<file path="src/rtl/fp_mult_arbiter_pkg.sv">
// fp_mult_arbiter_pkg: shared width, rounding-mode encodings, FSM states and default multiplier latency
package fp_mult_arbiter_pkg;
  localparam int WIDTH = 32;
  localparam int MUL_LAT_DEF = 3;
  localparam logic [1:0] RND_RNE = 2'd0;
  localparam logic [1:0] RND_RTZ = 2'd1;
  localparam logic [1:0] RND_RUP = 2'd2;
  localparam logic [1:0] RND_RDN = 2'd3;
  typedef enum logic [1:0] {ST_IDLE, ST_RUN, ST_DRAIN} state_t;
endpackage

</file>
<file path="src/rtl/fp_mult_tag_pipe.sv">
// fp_mult_tag_pipe: fixed-depth shift register of {valid, id} tags riding alongside the multiplier
module fp_mult_tag_pipe
  import fp_mult_arbiter_pkg::*;
#(
  parameter int DEPTH = 4,
  parameter int IDW = 2
) (
  input  logic           clk,
  input  logic           rst,
  input  logic           in_valid,
  input  logic [IDW-1:0] in_id,
  output logic           out_valid,
  output logic [IDW-1:0] out_id
);
  logic [DEPTH-1:0] vld;
  logic [DEPTH-1:0][IDW-1:0] ids;
  // shift tags one stage per cycle; reset drops everything in flight
  always_ff @(posedge clk)
    if (rst) begin
      vld <= '0;
      ids <= '0;
    end else begin
      vld[0] <= in_valid;
      ids[0] <= in_id;
      for (int k = 1; k < DEPTH; k++) begin
        vld[k] <= vld[k-1];
        ids[k] <= ids[k-1];
      end
    end
  assign out_valid = vld[DEPTH-1];
  assign out_id = ids[DEPTH-1];
endmodule

</file>
<file path="src/rtl/fp_mult_arbiter.sv">
// fp_mult_arbiter: round-robin sharing of one pipelined FP multiplier; FP_ARB_STATS_EN adds per-requester grant counters
module fp_mult_arbiter
  import fp_mult_arbiter_pkg::*;
#(
  parameter int NREQ = 4,
  parameter int MUL_LAT = MUL_LAT_DEF,
  parameter int IDW = $clog2(NREQ)
) (
  input  logic                  clk,
  input  logic                  rst,
  input  logic                  en,
  input  logic [NREQ-1:0]       req_valid,
  input  logic [NREQ*WIDTH-1:0] req_a,
  input  logic [NREQ*WIDTH-1:0] req_b,
  input  logic [NREQ*2-1:0]     req_rnd,
  output logic [NREQ-1:0]       req_ready,
  output logic [NREQ-1:0]       rsp_valid,
  output logic [WIDTH-1:0]      rsp_result,
  output logic [WIDTH-1:0]      mul_a,
  output logic [WIDTH-1:0]      mul_b,
  output logic [1:0]            mul_rnd,
  input  logic [WIDTH-1:0]      mul_result,
  output logic                  busy,
  output logic                  idle
`ifdef FP_ARB_STATS_EN
  ,
  input  logic [IDW-1:0]        stat_sel,
  output logic [15:0]           stat_cnt
`endif
);
  localparam int OW = $clog2(MUL_LAT + 2);
  state_t state;
  logic [IDW-1:0] ptr, win, tag_id;
  logic hit, grant, tag_valid;
  logic [WIDTH-1:0] sel_a, sel_b;
  logic [1:0] sel_rnd;
  logic [OW-1:0] outstanding, out_nxt;
  // lowest valid at or above the pointer wins, else wrap to the lowest valid overall
  always_comb begin
    hit = |req_valid;
    win = ptr;
    for (int k = NREQ - 1; k >= 0; k--)
      if (req_valid[k]) win = IDW'(k);
    for (int k = NREQ - 1; k >= 0; k--)
      if (req_valid[k] && IDW'(k) >= ptr) win = IDW'(k);
  end
  assign grant = !rst && en && state == ST_RUN && hit;
  assign req_ready = grant ? NREQ'(1) << win : '0;
  // steer the winner's operands toward the issue registers
  always_comb begin
    sel_a = '0;
    sel_b = '0;
    sel_rnd = '0;
    for (int k = 0; k < NREQ; k++)
      if (win == IDW'(k)) begin
        sel_a = req_a[k*WIDTH +: WIDTH];
        sel_b = req_b[k*WIDTH +: WIDTH];
        sel_rnd = req_rnd[k*2 +: 2];
      end
  end
  assign out_nxt = outstanding + OW'(grant) - OW'(tag_valid);
  // issue registers, round-robin pointer, in-flight count and enable/drain FSM
  always_ff @(posedge clk)
    if (rst) begin
      state <= ST_IDLE;
      ptr <= '0;
      outstanding <= '0;
      mul_a <= '0;
      mul_b <= '0;
      mul_rnd <= '0;
    end else begin
      outstanding <= out_nxt;
      if (grant) begin
        mul_a <= sel_a;
        mul_b <= sel_b;
        mul_rnd <= sel_rnd;
        ptr <= win == IDW'(NREQ - 1) ? '0 : win + 1'b1;
      end
      case (state)
        ST_IDLE: if (en) state <= ST_RUN;
        ST_RUN: if (!en) state <= ST_DRAIN;
        ST_DRAIN: state <= en ? ST_RUN : out_nxt == '0 ? ST_IDLE : ST_DRAIN;
        default: state <= ST_IDLE;
      endcase
    end
  fp_mult_tag_pipe #(.DEPTH(1 + MUL_LAT), .IDW(IDW)) u_tag (
    .clk(clk),
    .rst(rst),
    .in_valid(grant),
    .in_id(win),
    .out_valid(tag_valid),
    .out_id(tag_id)
  );
  assign rsp_valid = tag_valid && !rst ? NREQ'(1) << tag_id : '0;
  assign rsp_result = mul_result;
  assign busy = outstanding != '0 || state != ST_IDLE;
  assign idle = !busy;
`ifdef FP_ARB_STATS_EN
  logic [NREQ-1:0][15:0] cnt;
  // saturating per-requester grant counters with a registered readout
  always_ff @(posedge clk)
    if (rst) begin
      cnt <= '0;
      stat_cnt <= '0;
    end else begin
      stat_cnt <= cnt[stat_sel];
      for (int k = 0; k < NREQ; k++)
        if (req_ready[k] && cnt[k] != 16'hFFFF) cnt[k] <= cnt[k] + 16'd1;
    end
`endif
endmodule

</file>
<file path="config.mk">
export PLATFORM = sky130hd
export DESIGN_NAME = fp_mult_arbiter
export DESIGN_NICKNAME = d
export VERILOG_FILES = /design/src/rtl/fp_mult_arbiter_pkg.sv /design/src/rtl/fp_mult_tag_pipe.sv /design/src/rtl/fp_mult_arbiter.sv
export SDC_FILE = /design/constraint.sdc
export NUM_CORES = 1
export LEC_CHECK = 0
export BUFFER_PORTS_ARGS = -buffer_cell sky130_fd_sc_hd__buf_2
export CORE_AREA = 3 3 157 159
export CTS_CLUSTER_DIAMETER = 200
export DETAILED_ROUTE_END_ITERATION = 10
export DIE_AREA = 0 0 160 162
export PLACE_DENSITY_LB_ADDON = 0.1
export SLEW_MARGIN = 20
export SYNTH_ARGS = -nofsm -noshare
export SYNTH_HDL_FRONTEND = slang
export SYNTH_HIERARCHICAL = 1
export SYNTH_SLANG_ARGS = --single-unit
</file>
<file path="constraint.sdc">
create_clock -name clk -period 3.1 [get_ports clk]
set_input_delay 0 -clock clk [delete_from_list [all_inputs] [get_ports clk]]
set_output_delay 0 -clock clk [all_outputs]
set_load 0.05 [all_outputs]
</file>
==> impl_results.md <==
- Main flop type after synthesis: dfxtp_1
- DRC errors left: 0
- Most common cell in the synthesized netlist: dfxtp_1
- Vias in the first global route: 6157
- Post-synth top area share: 30.3%
- CP required: 3.37 ns
- Initial DRC count: 349
- Netlist cell types: 36
- Synth top area cells: dfxtp_1, a221o_1, a221oi_2
- HPWL Detailed: 15400 um
- Seq/Total Area, Yosys: 30.3%
- Final Wtd Congestion: 0.748
- Skew-Pair Late Insertion Delay: 0.35 ns
- Setup TNS: 0 ns
- I/O pins: 411
- Final #Nets: 1286
- Fmax: 377 MHz
- Final Skew: 0.0114 ns
- Post-cts sizing count: 0
- Share of layout cells above drive strength 1: 47.2%
- CP arrival: 2.92 ns
- Row Count: 56
- Fin crit period: 2.65 ns
- Critical path startpoint: ptr[0]
- First-pass GRT wire length: 34300 um
- Drt wl/cell: 17.3 um
- Clock slew at reported path FFs: 0.08 ns
- FF-to-FF setup slack: 0.45 ns
- Rel. slew slack: 32.6%
- Fin. Hold Viols: 0
- CTS sink count: 85
- RSZ-0062 raised after global routing: false
- Worst VDD drop: 0.208 mV
- Critical Path Max Stage Delay: 0.57 ns
- Critical path type: flop to flop
- Yosys top cell by area: dfxtp_1
- Crit path to: mul_b[26]
- CTS tree: built
- CP Capture Type: flop
- Die H: 162 um
- Post-Place Setup Slack: 0.427 ns
- Syn Inst Count: 654
- Setup ws final: 0.448 ns
- Via count: 6193
- Die Span X: 160 um
- R2r startpoint: ptr[0]
- Core footprint: 23400 um2
- Synthesized area per cell: 8.58 um2
- Top cells by instance count after synthesis: dfxtp_1, inv_1, a21oi_1
- Worst min-delay path category: primary input to primary output
- EDFF count, synth: 0
- Initial antenna violation count: 2
- ANT nets after route: 0
- Area delta synth->final: 47.4%
- GRT Resource Usage Total: 16.5%
- Port-buffer cells: 346
- Clk buf depth: 2
- Peak fanout along the critical path: 43
- Fin. max-slew vios: 0
- Grt ovf: 0
- Post-CTS setup buffer count: 0
- Crit path max-delay cell type: nor2b_4
- Die area: 25900 um2
- Status: finished, final reports clean
- TritonRoute pass-1 iters: 5
- Fillcell total: 2570
- Reg2reg end: mul_b[26]
- Total CTS buffers: 9
- Sequence of cells on the critical path: nand2b_1, a21oi_1, a211oi_1, buf_4, inv_1, ha_1, nor2b_4, buf_12, a221o_1, a221oi_1, nor3_1
- Worst setup SP type: flop
- Worst Tran Pin Value: 1.01 ns
- Crit share post-route: 85.6%
- Fraction of registers with async set/reset: 0%
- Cell Area, Synth: 5610 um2
- CTS root buffer: clkbuf_16
- Max-cap violations: 0
- CTS H-tree lvls: 3
- Worst R2R Path Depth: 11
- Synthesized Nets: 964
- Number of diodes: 0
- Initial Util: 24.0%
- Pin count of the biggest net entering global routing: 75
- Post-DR vias/cell: 4.76
- # setup viols final: 0
- P per Cell Area: 410 nW/um2
- #FFs+latches synth: 85
- Detailed Route WL: 22500 um
- Hold depth: 0
- Synth warn: 6
- Leak: 3.96 nW
[routing by layer]
metal	global-route usage [%]	share of wire, %	vias to the layer above
met4	5.72	2.2	4
met2	28.1	49	236
met5	0	0.089	-
met3	3.98	6.3	47
li1	-	-	3013
met1	20.3	42	2893
[cell families after synthesis]
logic type	share of synthesized area, %
AO/OA/AOI/OAI	33.3
buffers and inverters	15.5
AND/OR/NAND/NOR	18.7
flip-flops	30.3
adder cells (fa/ha/maj)	1.69
XOR/XNOR	0.468
[power by group]
part | internal [mW] | switching, mW | total [mW]
logic | 0.403 | 0.522 | 0.925
clock network | 0.804 | 0.519 | 1.32
registers | 1.13 | 0.0183 | 1.15
total | 2.33 | 1.06 | 3.39
[worst max-delay path, delay by kind of cell (launching register included)]
| family | cells | cell delay, ns |
|---|---|---|
| compound gates | 4 | 0.45 |
| fa+ha+maj | 1 | 0.18 |
| buf+inv | 3 | 0.62 |
| flops | 1 | 0.34 |
| simple gates | 3 | 0.95 |
[timing repair]
action	in CTS	in global routing
hold buffers	56	0
endpoints found under the hold margin	57	0
setup endpoints to repair	0	0
[worst min-delay path by stage]
stage | start | to | slack (ns)
2_1_floorplan | en | state[1] | 0.09
3_3_place_gp | mul_result[1] | rsp_result[1] | 0.0003
3_5_place_dp | mul_result[1] | rsp_result[1] | 0.0003
4_1_cts | mul_result[1] | rsp_result[1] | 0.0003
5_1_grt | mul_result[17] | rsp_result[17] | 0.00007
6_report | mul_result[10] | rsp_result[10] | 0.00002
[layout by cell type, fill, tap and decap left out, types with 2 or more instances in the layout]
master / n
clkbuf_16: 9
ha_1: 3
inv_6: 3
o22ai_1: 2
nand2_1: 3
nor2_1: 70
dfxtp_1: 85
dlygate4sd3_1: 56
buf_2: 345
buf_4: 7
nor2b_2: 8
nand2b_1: 3
a211oi_1: 2
and2b_2: 2
a221o_1: 66
a221oi_2: 30
inv_1: 74
a221oi_1: 36
buf_12: 6
a21oi_1: 71
nor3_2: 40
nor2b_1: 3
and2_1: 4
nor2b_4: 3
nor4bb_1: 2
ha_4: 2
bufinv_16: 3
xnor2_1: 3
nor3_1: 28
[flip-flops by register name, summed over array words and instances, names as in the netlist]
name and flops:
mul_a 32, mul_b 32, u_tag/ids 6, u_tag/vld 4, outstanding 3, mul_rnd 2, ptr 2, state 2
u_tag/out_id 2
[cell type report]
| type | count | area (um2) | area share (%) |
|---|---|---|---|
| clock buffers | 9 | 225 | 2.72 |
| clock inverters | 7 | 128 | 1.54 |
| inverters | 75 | 282 | 3.40 |
| multi-input cells | 391 | 3080 | 37.2 |
| flip-flops and latches | 85 | 1700 | 20.6 |
| well taps | 319 | 399 | 4.83 |
| repair buffers | 414 | 2460 | 29.7 |
[metrics by stage]
stage | util, % | instances | cell area, um2 | power (mW) | hold slack (ns)
final | 35.3 | 1300 | 8270 | 3.39 | 0.0000193
after CTS | 35.3 | 1300 | 8270 | 3.46 | 0.000341
after floorplan | - | 654 | 5610 | 1.82 | 0.0886
after detailed placement | 31.4 | 1228 | 7360 | 2.05 | 0.000341
after global placement | 31.4 | 1228 | 7360 | 2.05 | 0.000341
after global routing | 35.3 | 1300 | 8270 | 3.57 | 0.0000718
(Power assumes the default switching activity.)
